==> src/rtl/imem_fetch_ctrl_pkg.sv <==
// Shared types and constants for the instruction-fetch controller.
// Holds the fetch-entry payload and the address-legality helper.
package imem_fetch_ctrl_pkg;

    localparam int unsigned IMEM_SIZE = 1024;
    localparam int unsigned XLEN      = 32;

    typedef struct packed {
        logic [XLEN-1:0] pc;
        logic [XLEN-1:0] instr;
    } fetch_entry_t;

    // A fetch address is illegal when outside memory or not word-aligned.
    function automatic logic fetch_addr_bad(input logic [XLEN-1:0] pc,
                                            input logic [XLEN-1:0] limit);
        return (pc >= limit) || (pc[1:0] != 2'b00);
    endfunction

endpackage

==> src/rtl/imem_fetch_ctrl_if.sv <==
// Fetch-controller bus: instruction memory port, IF/ID handshake,
// redirect/halt controls and fault/status reporting.
interface imem_fetch_ctrl_if;
    import imem_fetch_ctrl_pkg::*;

    logic [XLEN-1:0] iaddr;
    logic [XLEN-1:0] idata;
    logic            out_valid;
    logic            out_ready;
    logic [XLEN-1:0] out_instr;
    logic [XLEN-1:0] out_pc;
    logic            redirect_valid;
    logic [XLEN-1:0] redirect_pc;
    logic            halt;
    logic            fetch_fault;
    logic [XLEN-1:0] fault_pc;
    logic [XLEN-1:0] fetch_count;

    modport master (
        output iaddr, out_valid, out_instr, out_pc, fetch_fault, fault_pc, fetch_count,
        input  idata, out_ready, redirect_valid, redirect_pc, halt
    );

    modport slave (
        input  iaddr, out_valid, out_instr, out_pc, fetch_fault, fault_pc, fetch_count,
        output idata, out_ready, redirect_valid, redirect_pc, halt
    );

endinterface

==> src/rtl/imem_fetch_ctrl_fetch_fifo.sv <==
// Parameterised synchronous circular-buffer FIFO with flush.
// Head data reads as zero while empty.
module imem_fetch_ctrl_fetch_fifo #(
    parameter  int unsigned DEPTH = 2,
    parameter  int unsigned WIDTH = 64,
    localparam int unsigned AW    = $clog2(DEPTH),
    localparam int unsigned CW    = AW + 1
) (
    input  logic             clk,
    input  logic             rst,
    input  logic             flush,
    input  logic             push,
    input  logic             pop,
    input  logic [WIDTH-1:0] wdata,
    output logic [WIDTH-1:0] rdata,
    output logic [CW-1:0]    count,
    output logic             full,
    output logic             empty
);

    logic [WIDTH-1:0] mem [DEPTH];
    logic [AW-1:0]    rd_ptr;
    logic [AW-1:0]    wr_ptr;
    logic             do_push;
    logic             do_pop;

    assign full    = (count == CW'(DEPTH));
    assign empty   = (count == '0);
    assign do_pop  = pop && !empty;
    assign do_push = push && (!full || do_pop);
    assign rdata   = empty ? '0 : mem[rd_ptr];

    // Pointer and occupancy tracking; flush behaves like reset.
    always_ff @(posedge clk) begin
        if (rst || flush) begin
            rd_ptr <= '0;
            wr_ptr <= '0;
            count  <= '0;
        end else begin
            if (do_push) wr_ptr <= wr_ptr + AW'(1);
            if (do_pop)  rd_ptr <= rd_ptr + AW'(1);
            case ({do_push, do_pop})
                2'b10:   count <= count + CW'(1);
                2'b01:   count <= count - CW'(1);
                default: count <= count;
            endcase
        end
    end

    always_ff @(posedge clk) begin
        if (!rst && !flush && do_push) mem[wr_ptr] <= wdata;
    end

endmodule

==> src/rtl/imem_fetch_ctrl.sv <==
// Instruction-fetch controller: owns the PC, fetches into a prefetch FIFO,
// handles redirect, halt and sticky range/alignment faults.
module imem_fetch_ctrl
    import imem_fetch_ctrl_pkg::*;
#(
    parameter logic [XLEN-1:0] RESET_PC   = 32'h0000_0000,
    parameter int unsigned     DEPTH      = 2,
    parameter int unsigned     IMEM_BYTES = IMEM_SIZE
) (
    input  logic                clk,
    input  logic                rst,
    imem_fetch_ctrl_if.master   bus
);

    localparam int unsigned CW = $clog2(DEPTH) + 1;

    logic [XLEN-1:0] pc;
    logic            fault;
    logic [XLEN-1:0] fault_pc_q;
    logic [XLEN-1:0] fetch_count_q;

    logic [CW-1:0]   fifo_count;
    logic            fifo_full;
    logic            fifo_empty;
    fetch_entry_t    wr_entry;
    fetch_entry_t    head;

    logic            deq;
    logic            space;
    logic            attempt;
    logic            bad;
    logic            push;

    assign deq     = !fifo_empty && bus.out_ready;
    assign space   = (fifo_count < CW'(DEPTH)) || (fifo_full && deq);
    assign attempt = !bus.redirect_valid && !bus.halt && !fault && space;
    assign bad     = fetch_addr_bad(pc, XLEN'(IMEM_BYTES));
    assign push    = attempt && !bad;
    assign wr_entry = '{pc: pc, instr: bus.idata};

    imem_fetch_ctrl_fetch_fifo #(
        .DEPTH (DEPTH),
        .WIDTH ($bits(fetch_entry_t))
    ) u_fifo (
        .clk   (clk),
        .rst   (rst),
        .flush (bus.redirect_valid),
        .push  (push),
        .pop   (deq),
        .wdata (wr_entry),
        .rdata (head),
        .count (fifo_count),
        .full  (fifo_full),
        .empty (fifo_empty)
    );

    // PC, fault flag and fetch counter; priority rst > redirect > fault > halt.
    always_ff @(posedge clk) begin
        if (rst) begin
            pc            <= RESET_PC;
            fault         <= 1'b0;
            fault_pc_q    <= '0;
            fetch_count_q <= '0;
        end else if (bus.redirect_valid) begin
            pc    <= bus.redirect_pc;
            fault <= 1'b0;
        end else if (attempt) begin
            if (bad) begin
                fault      <= 1'b1;
                fault_pc_q <= pc;
            end else begin
                pc            <= pc + XLEN'(4);
                fetch_count_q <= fetch_count_q + XLEN'(1);
            end
        end
    end

    assign bus.iaddr       = pc;
    assign bus.out_valid   = !fifo_empty;
    assign bus.out_pc      = head.pc;
    assign bus.out_instr   = head.instr;
    assign bus.fetch_fault = fault;
    assign bus.fault_pc    = fault_pc_q;
    assign bus.fetch_count = fetch_count_q;

endmodule

==> src/flat_wrapper.sv <==
// flat-port wrapper written by rule: the top's interface ports become plain ports
module imem_fetch_ctrl_flat import imem_fetch_ctrl_pkg::*;
#(
    parameter logic [XLEN-1:0] RESET_PC   = 32'h0000_0000,
    parameter int unsigned     DEPTH      = 2,
    parameter int unsigned     IMEM_BYTES = IMEM_SIZE
)
  (clk, rst, bus_iaddr, bus_out_valid, bus_out_instr, bus_out_pc, bus_fetch_fault, bus_fault_pc, bus_fetch_count, bus_idata, bus_out_ready, bus_redirect_valid, bus_redirect_pc, bus_halt);
  imem_fetch_ctrl_if bus_i ();
  input  logic clk;
  input  logic rst;
  output wire logic [$bits(bus_i.iaddr)-1:0] bus_iaddr;
  output wire logic [$bits(bus_i.out_valid)-1:0] bus_out_valid;
  output wire logic [$bits(bus_i.out_instr)-1:0] bus_out_instr;
  output wire logic [$bits(bus_i.out_pc)-1:0] bus_out_pc;
  output wire logic [$bits(bus_i.fetch_fault)-1:0] bus_fetch_fault;
  output wire logic [$bits(bus_i.fault_pc)-1:0] bus_fault_pc;
  output wire logic [$bits(bus_i.fetch_count)-1:0] bus_fetch_count;
  input wire logic [$bits(bus_i.idata)-1:0] bus_idata;
  input wire logic [$bits(bus_i.out_ready)-1:0] bus_out_ready;
  input wire logic [$bits(bus_i.redirect_valid)-1:0] bus_redirect_valid;
  input wire logic [$bits(bus_i.redirect_pc)-1:0] bus_redirect_pc;
  input wire logic [$bits(bus_i.halt)-1:0] bus_halt;
  assign bus_iaddr = bus_i.iaddr;
  assign bus_out_valid = bus_i.out_valid;
  assign bus_out_instr = bus_i.out_instr;
  assign bus_out_pc = bus_i.out_pc;
  assign bus_fetch_fault = bus_i.fetch_fault;
  assign bus_fault_pc = bus_i.fault_pc;
  assign bus_fetch_count = bus_i.fetch_count;
  assign bus_i.idata = bus_idata;
  assign bus_i.out_ready = bus_out_ready;
  assign bus_i.redirect_valid = bus_redirect_valid;
  assign bus_i.redirect_pc = bus_redirect_pc;
  assign bus_i.halt = bus_halt;
  imem_fetch_ctrl #(.RESET_PC(RESET_PC), .DEPTH(DEPTH), .IMEM_BYTES(IMEM_BYTES)) u_core (.clk(clk), .rst(rst), .bus(bus_i));
endmodule
==> config.mk <==
export PLATFORM = sky130hd
export DESIGN_NAME = imem_fetch_ctrl_flat
export DESIGN_NICKNAME = d
export VERILOG_FILES = /design/src/rtl/imem_fetch_ctrl_pkg.sv /design/src/rtl/imem_fetch_ctrl_if.sv /design/src/rtl/imem_fetch_ctrl_fetch_fifo.sv /design/src/rtl/imem_fetch_ctrl.sv /design/src/flat_wrapper.sv
export SDC_FILE = /design/constraint.sdc
export NUM_CORES = 1
export LEC_CHECK = 0
export ABC_AREA = 1
export BUFFER_PORTS_ARGS = -buffer_cell sky130_fd_sc_hd__buf_2
export CORE_MARGIN = 5
export CORE_UTILIZATION = 55
export CTS_CLUSTER_DIAMETER = 50
export DETAILED_ROUTE_END_ITERATION = 8
export HOLD_SLACK_MARGIN = 0.12
export PLACE_DENSITY = 0.94
export SLEW_MARGIN = 5
export SYNTH_ARGS = -nofsm -noshare
export SYNTH_HDL_FRONTEND = slang
export SYNTH_SLANG_ARGS = --single-unit
==> constraint.sdc <==
create_clock -name clk -period 15.25 [get_ports clk]
set_input_delay 4.575 -clock clk [delete_from_list [all_inputs] [get_ports clk]]
set_output_delay 4.575 -clock clk [all_outputs]
set_load 0.1 [all_outputs]
# After elaboration in Yosys (flattened, before gate mapping)
# Memories as Yosys holds them, arrays and structs flattened. A register that Yosys moved wholly into a read port is not among the register bits.
# Index checks and enable logic that the tools add are counted.
[word_totals]
mem_bits_rw = 128
out_inout_bits = 162
regBits = 101
n_memories = 1
input_bits = 69
[classes]
reduce_logical = 30
addsub = 6
eq_ne = 4
mux = 9
magnitude_cmp = 2
bitwise = 2
[mem_list]
columns = ["name", "words", "word_bits", "read_ports", "rd_clocked_by_memory_dff", "write_ports", "line_no", "source"]
rows = [
  ["u_core.u_fifo.mem", 2, 64, 1, 1, 1, "imem_fetch_ctrl_fetch_fifo.sv:21", "logic [WIDTH-1:0] mem [DEPTH];"],
]
[op_table]
columns = ["op", "n"]
rows = [
  ["32-bit 2-to-1 mux", 3],
  ["64-bit 2-to-1 mux", 1],
  ["32-bit by 1-bit adder with 32-bit output, second input constant", 1],
  ["32-bit by 3-bit adder with 32-bit output, second input constant", 1],
  ["32-bit by 11-bit >= comparator with 1-bit output, second input constant", 1],
  ["1-bit logical AND", 10],
  ["1-bit zero test", 7],
  ["3-bit AND reduction", 2],
  ["2-bit nonzero test", 3],
  ["2-bit == test, second input constant", 2],
  ["1-bit logical OR", 4],
  ["1-bit 2-to-1 mux", 4],
  ["2-bit case mux with 2 select lines", 1],
  ["2-bit AND reduction", 2],
  ["1-bit adder, second input constant", 2],
  ["2-bit by 1-bit adder with 2-bit output, second input constant", 1],
  ["2-bit by 1-bit == test with 1-bit output, second input constant", 1],
  ["2-bit zero test", 1],
  ["2-bit < comparator, second input constant", 1],
  ["2-bit != test, second input constant", 1],
  ["1-bit inverter", 2],
  ["2-bit OR reduction", 1],
  ["2-bit by 1-bit subtractor with 2-bit output, second input constant", 1],
]

# Longest topological paths before layout
[depth]
depth_word = 11
ltp_mapped = 10
depth_no_buf = 10

# Cells and area by module
# From an unflattened synthesis, not the netlist that was laid out.
[unflattened]
hier_cells = 1107
area_unflattened_um2 = 9915.8
[by_module_without_submodules]
columns = ["module", "n_inst", "cells_each", "area_each_um2"]
rows = [
  ["imem_fetch_ctrl_fetch_fifo", 1, 380, 5218.8],
  ["imem_fetch_ctrl", 1, 727, 4697.0],
]

# Worst setup path before layout
# Ideal clock, no wire load.
[synth_path]
path_type = "input to register"
from = "in bus_redirect_valid"
to = "mem u_core.u_fifo.mem[1][0], enable pin"
arrival_ns = 9.592
path_slack_ns = 5.093
stages = 6
required_time_ns = 14.685
path_buffers = 1
cell_sequence = "nor2_1 > nand2_1 > nor2_2 > nand4_1 > buf_2 > nor3_1"
[synth_via]
elab_chain_cells = 9
[synth_rtl]
columns = ["item", "line_no", "source"]
rows = [
  ["start, declared", "flat_wrapper.sv:21", "input wire logic [$bits(bus_i.redirect_valid)-1:0] bus_redirect_valid;"],
  ["1-bit zero test (*)", "imem_fetch_ctrl_fetch_fifo.sv:51, imem_fetch_ctrl.sv:36", ""],
  ["1-bit logical AND (3 in series)", "imem_fetch_ctrl.sv:36", "assign attempt = !bus.redirect_valid && !bus.halt && !fault && space;"],
  ["1-bit logical AND", "imem_fetch_ctrl.sv:38", "assign push = attempt && !bad;"],
  ["1-bit logical AND", "imem_fetch_ctrl_fetch_fifo.sv:30", "assign do_push = push && (!full || do_pop);"],
  ["1-bit logical AND (*)", "imem_fetch_ctrl_fetch_fifo.sv:51", "if (!rst && !flush && do_push) mem[wr_ptr] <= wdata;"],
  ["1-bit 2-to-1 mux (*)", "imem_fetch_ctrl_fetch_fifo.sv:51", ""],
  ["1-bit 2-to-1 mux (implied by the code) (*)", "imem_fetch_ctrl_fetch_fifo.sv:51", ""],
  ["end, declared", "imem_fetch_ctrl_fetch_fifo.sv:21", ""],
]
# Mark *: on every way between the ends. The rest lies on a longest branch, timed or not.

==> impl_metrics.yaml <==
outcome:
  status: "finished, final reports clean"
die:
  floorplan_row_count: 48
  core_area_sq_um: 17200
  dieArea_sq_um: 20200
  floorplan.initialDensity_pct: 55.8
  io_pins: 231
  floorplan.die.width_um: 142
  die_height_um: 142
critical_path:
  worst_path_max_stage_delay_ns: 0.88
  setup.worst_path.start_class: "flop"
  timing.critical_path.to_type: "output port"
  worstSetupPathDepth: 5
  timing.setup.critical_path_class: "flop to output port"
  timing.critical_path.arrival_ns: 2.89
  rr_worst_depth: 9
  worst_path_max_delay_cell: "sky130_fd_sc_hd__inv_2"
  cp_data_required_time_ns: 10.68
  crit_path_max_fanout: 65
  cp.buffers_inverters: 3
  path_delay_family: "buffers and inverters"
  worstPathCellList: "buf_4, inv_2, nand2_1, a21oi_1, buf_2"
synthesis:
  postSynthNetCount: 1159
  syn_area_per_cell_sq_um: 8.83
  ys_warn_count: 0
  synth_cell_type_count: 30
  syn-cell-area_sq_um: 9590
  synthCells: 1086
  ys_seq_elements: 230
  synth_sequential_area_ratio_pct: 61.4
clock_network:
  postCtsHoldBufs: 0
  htree_num_levels: 1
  cts_num_sinks: 230
  numCtsBuffers: 23
  ctsRootBufferMaster: "sky130_fd_sc_hd__clkbuf_16"
  cts_setup_buffers: 0
  cts_repair_resize_count: 0
  cts.reportedPaths.clkPinSlew_ns: 0.06
  clock_path_buffers: 3
  tritoncts_clock_tree: "done"
  clk_latency_ns: 0.49
placement:
  placed_cells: 1498
  last_weighted_congestion_value_of_the_routability_driven_placer: 0.948
  pre_cts_ws_ns: 8.05
  numPortBuffers: 230
  hpwlAfterDp_mm: 18.0
routing:
  via_per_inst: 5.44
  route.detailed.drc: 0
  dr_total_vias: 8400
  drt_pre_antenna_iters: 5
  antenna_left: 0
  wirelength_mm: 26.7
  detail_route.iter0.violations: 608
  routed_wire_length_per_instance_um: 17.3
timing:
  worst_pin_slew_ns: 1.09
  fin_worst_skew_ns: 0.0106
  setup-violations-final: 0
  post-route-worst-setup-slack_ns: 7.79
  relSlewSlack_pct: 27.3
  rsz0062_at_grt: "no"
  fin_worst_hold_slack_ns: 0.464
  final.setup.tns_ns: 0
  max_clock_freq_mhz: 134
  finalCritPeriodShare_pct: 48.9
  slew_violations: 0
  report.final.hold_viol_count: 0
  timing.final.crit_period_ns: 7.46
pwr:
  leakagePower_nw: 4.89
  irDropWorstVdd_mv: 0.103
  power.density_cell_area_nw_per_um2: 118
global_route:
  grt_pass1_wl_mm: 41.5
  grt_start_max_net_pins: 67
  grt_pass1_vias: 8007
  grt_antenna_before_repair: 10
  grt.overflow.total: 0
  grtUsageTotal_pct: 25.5
run:
  drv_cap: 0
layout:
  register_area_sq_um: 5890
  fillCellCount: 1281
  fin_cells: 1543
  area_growth_syn_to_layout_pct: 21.0
  final_cell_mix: "351 x sky130_fd_sc_hd__nand2_1, 230 x sky130_fd_sc_hd__buf_2, 171 x sky130_fd_sc_hd__nor2_1"
  drive_gt1_share_pct: 23.1
  finish.net_count: 1371
  multiInputGateArea_sq_um: 3320
  utilization_pct: 67.6
  layout.cells.most_common: "sky130_fd_sc_hd__nand2_1"
min_path:
  hp-class: "flop to flop"
  hold_depth: 1
## sequential cells by signal (all words and copies together) (netlist names), named ones only
| name | cells |
|---|---|
| u_core.bus.fetch_count | 32 |
| u_core.u_fifo.mem | 128 |
| u_core.bus.iaddr | 32 |
| u_core.bus.fault_pc | 32 |
| u_core.u_fifo.wr_ptr | 1 |
| u_core.bus.fetch_fault | 1 |
| u_core.u_fifo.rd_ptr | 1 |
| u_core.u_fifo.count | 2 |
## worst paths after layout
check                        from                       to  slack [ns]
max                          flop            bus_out_pc[2]        7.79
min          u_core.u_fifo.rd_ptr                     flop        0.46
max reg2reg  u_core.bus.iaddr[25]  u_core.u_fifo.mem[0][8]       12.50
min reg2reg  u_core.u_fifo.rd_ptr                     flop        0.46
## cells in the mapped netlist
cell | count | share of area, %
sky130_fd_sc_hd__nor2_1 | 173 | 6.8
sky130_fd_sc_hd__buf_1 | 6 | 0.23
sky130_fd_sc_hd__buf_6 | 3 | 0.35
sky130_fd_sc_hd__nor2_2 | 10 | 0.65
sky130_fd_sc_hd__a21boi_1 | 1 | 0.078
sky130_fd_sc_hd__a21oi_2 | 7 | 0.64
sky130_fd_sc_hd__nand3_1 | 27 | 1.4
sky130_fd_sc_hd__nand2_1 | 351 | 14
sky130_fd_sc_hd__nor2_4 | 1 | 0.12
sky130_fd_sc_hd__o21bai_1 | 1 | 0.078
sky130_fd_sc_hd__a31oi_1 | 2 | 0.13
sky130_fd_sc_hd__dfxtp_1 | 102 | 21
sky130_fd_sc_hd__o21ai_0 | 46 | 2.4
sky130_fd_sc_hd__o211ai_1 | 1 | 0.078
sky130_fd_sc_hd__mux2i_1 | 1 | 0.10
sky130_fd_sc_hd__a21oi_1 | 109 | 5.7
sky130_fd_sc_hd__o31ai_1 | 2 | 0.16
sky130_fd_sc_hd__inv_1 | 40 | 1.6
sky130_fd_sc_hd__buf_2 | 15 | 0.78
sky130_fd_sc_hd__inv_2 | 6 | 0.23
sky130_fd_sc_hd__nand4_1 | 2 | 0.13
sky130_fd_sc_hd__xor2_1 | 9 | 0.82
sky130_fd_sc_hd__clkbuf_1 | 27 | 1.1
sky130_fd_sc_hd__xnor2_1 | 5 | 0.46
sky130_fd_sc_hd__o21ai_1 | 2 | 0.10
sky130_fd_sc_hd__nand3_2 | 1 | 0.10
sky130_fd_sc_hd__nor3_1 | 3 | 0.16
sky130_fd_sc_hd__ha_1 | 4 | 0.52
sky130_fd_sc_hd__nand2_2 | 1 | 0.065
sky130_fd_sc_hd__edfxtp_1 | 128 | 40
## cells by family (layout without fill, tap and decap cells)
group	count (synthesis)	count (layout)	share of synthesized area [%]
simple gates	569	569	23.1
flops	230	230	61.4
compound gates	171	171	9.35
buf+inv	97	325	4.23
xor+xnor	14	14	1.28
fa+ha+maj	4	4	0.522
mux	1	1	0.104
other cells	0	4	0
## layout make-up
cell class / count / share of cell area (%)
sequential: 230 / 50.7
multi-input combinational: 759 / 28.6
timing repair buffer: 238 / 10.4
clock buffer: 28 / 5.29
tap: 225 / 2.43
inverter: 46 / 1.49
clock inverter: 13 / 0.927
antenna: 4 / 0.0863
## worst register-to-register path, cell delays in order, from the launching register on
cell and delay, ns:
sky130_fd_sc_hd__dfxtp_1 0.39, sky130_fd_sc_hd__nor2_1 0.15, sky130_fd_sc_hd__nand2_1 0.09, sky130_fd_sc_hd__nor2_2 0.16, sky130_fd_sc_hd__nand3_2 0.14, sky130_fd_sc_hd__nor2_2 0.10
sky130_fd_sc_hd__buf_4 0.35, sky130_fd_sc_hd__nand2_1 0.20, sky130_fd_sc_hd__nor2_4 0.11, sky130_fd_sc_hd__buf_4 0.65
## per-stage QoR
stage / total power, mW / area, sq um
6_report: 1.37 / 11600
5_1_grt: 1.41 / 11600
4_1_cts: 1.37 / 11600
3_5_place_dp: 0.847 / 10900
3_3_place_gp: 0.843 / 10900
2_1_floorplan: 0.810 / 9590
## per-layer routing
layer / up-vias / global-route usage [%] / wire length, um
li1: 3974 / - / -
met2: 468 / 43.6 / 12800
met3: 80 / 5.41 / 3050
met5: - / 0 / 74
met1: 3866 / 32.0 / 9880
met4: 12 / 9.75 / 943
## power by group
group	internal, mW	switching (mW)	total [mW]
combinational	0.0269	0.126	0.153
sequential	0.666	0.0167	0.683
clock	0.305	0.224	0.529
total	0.998	0.367	1.37
Note: power is estimated with default switching activity, not from simulation.
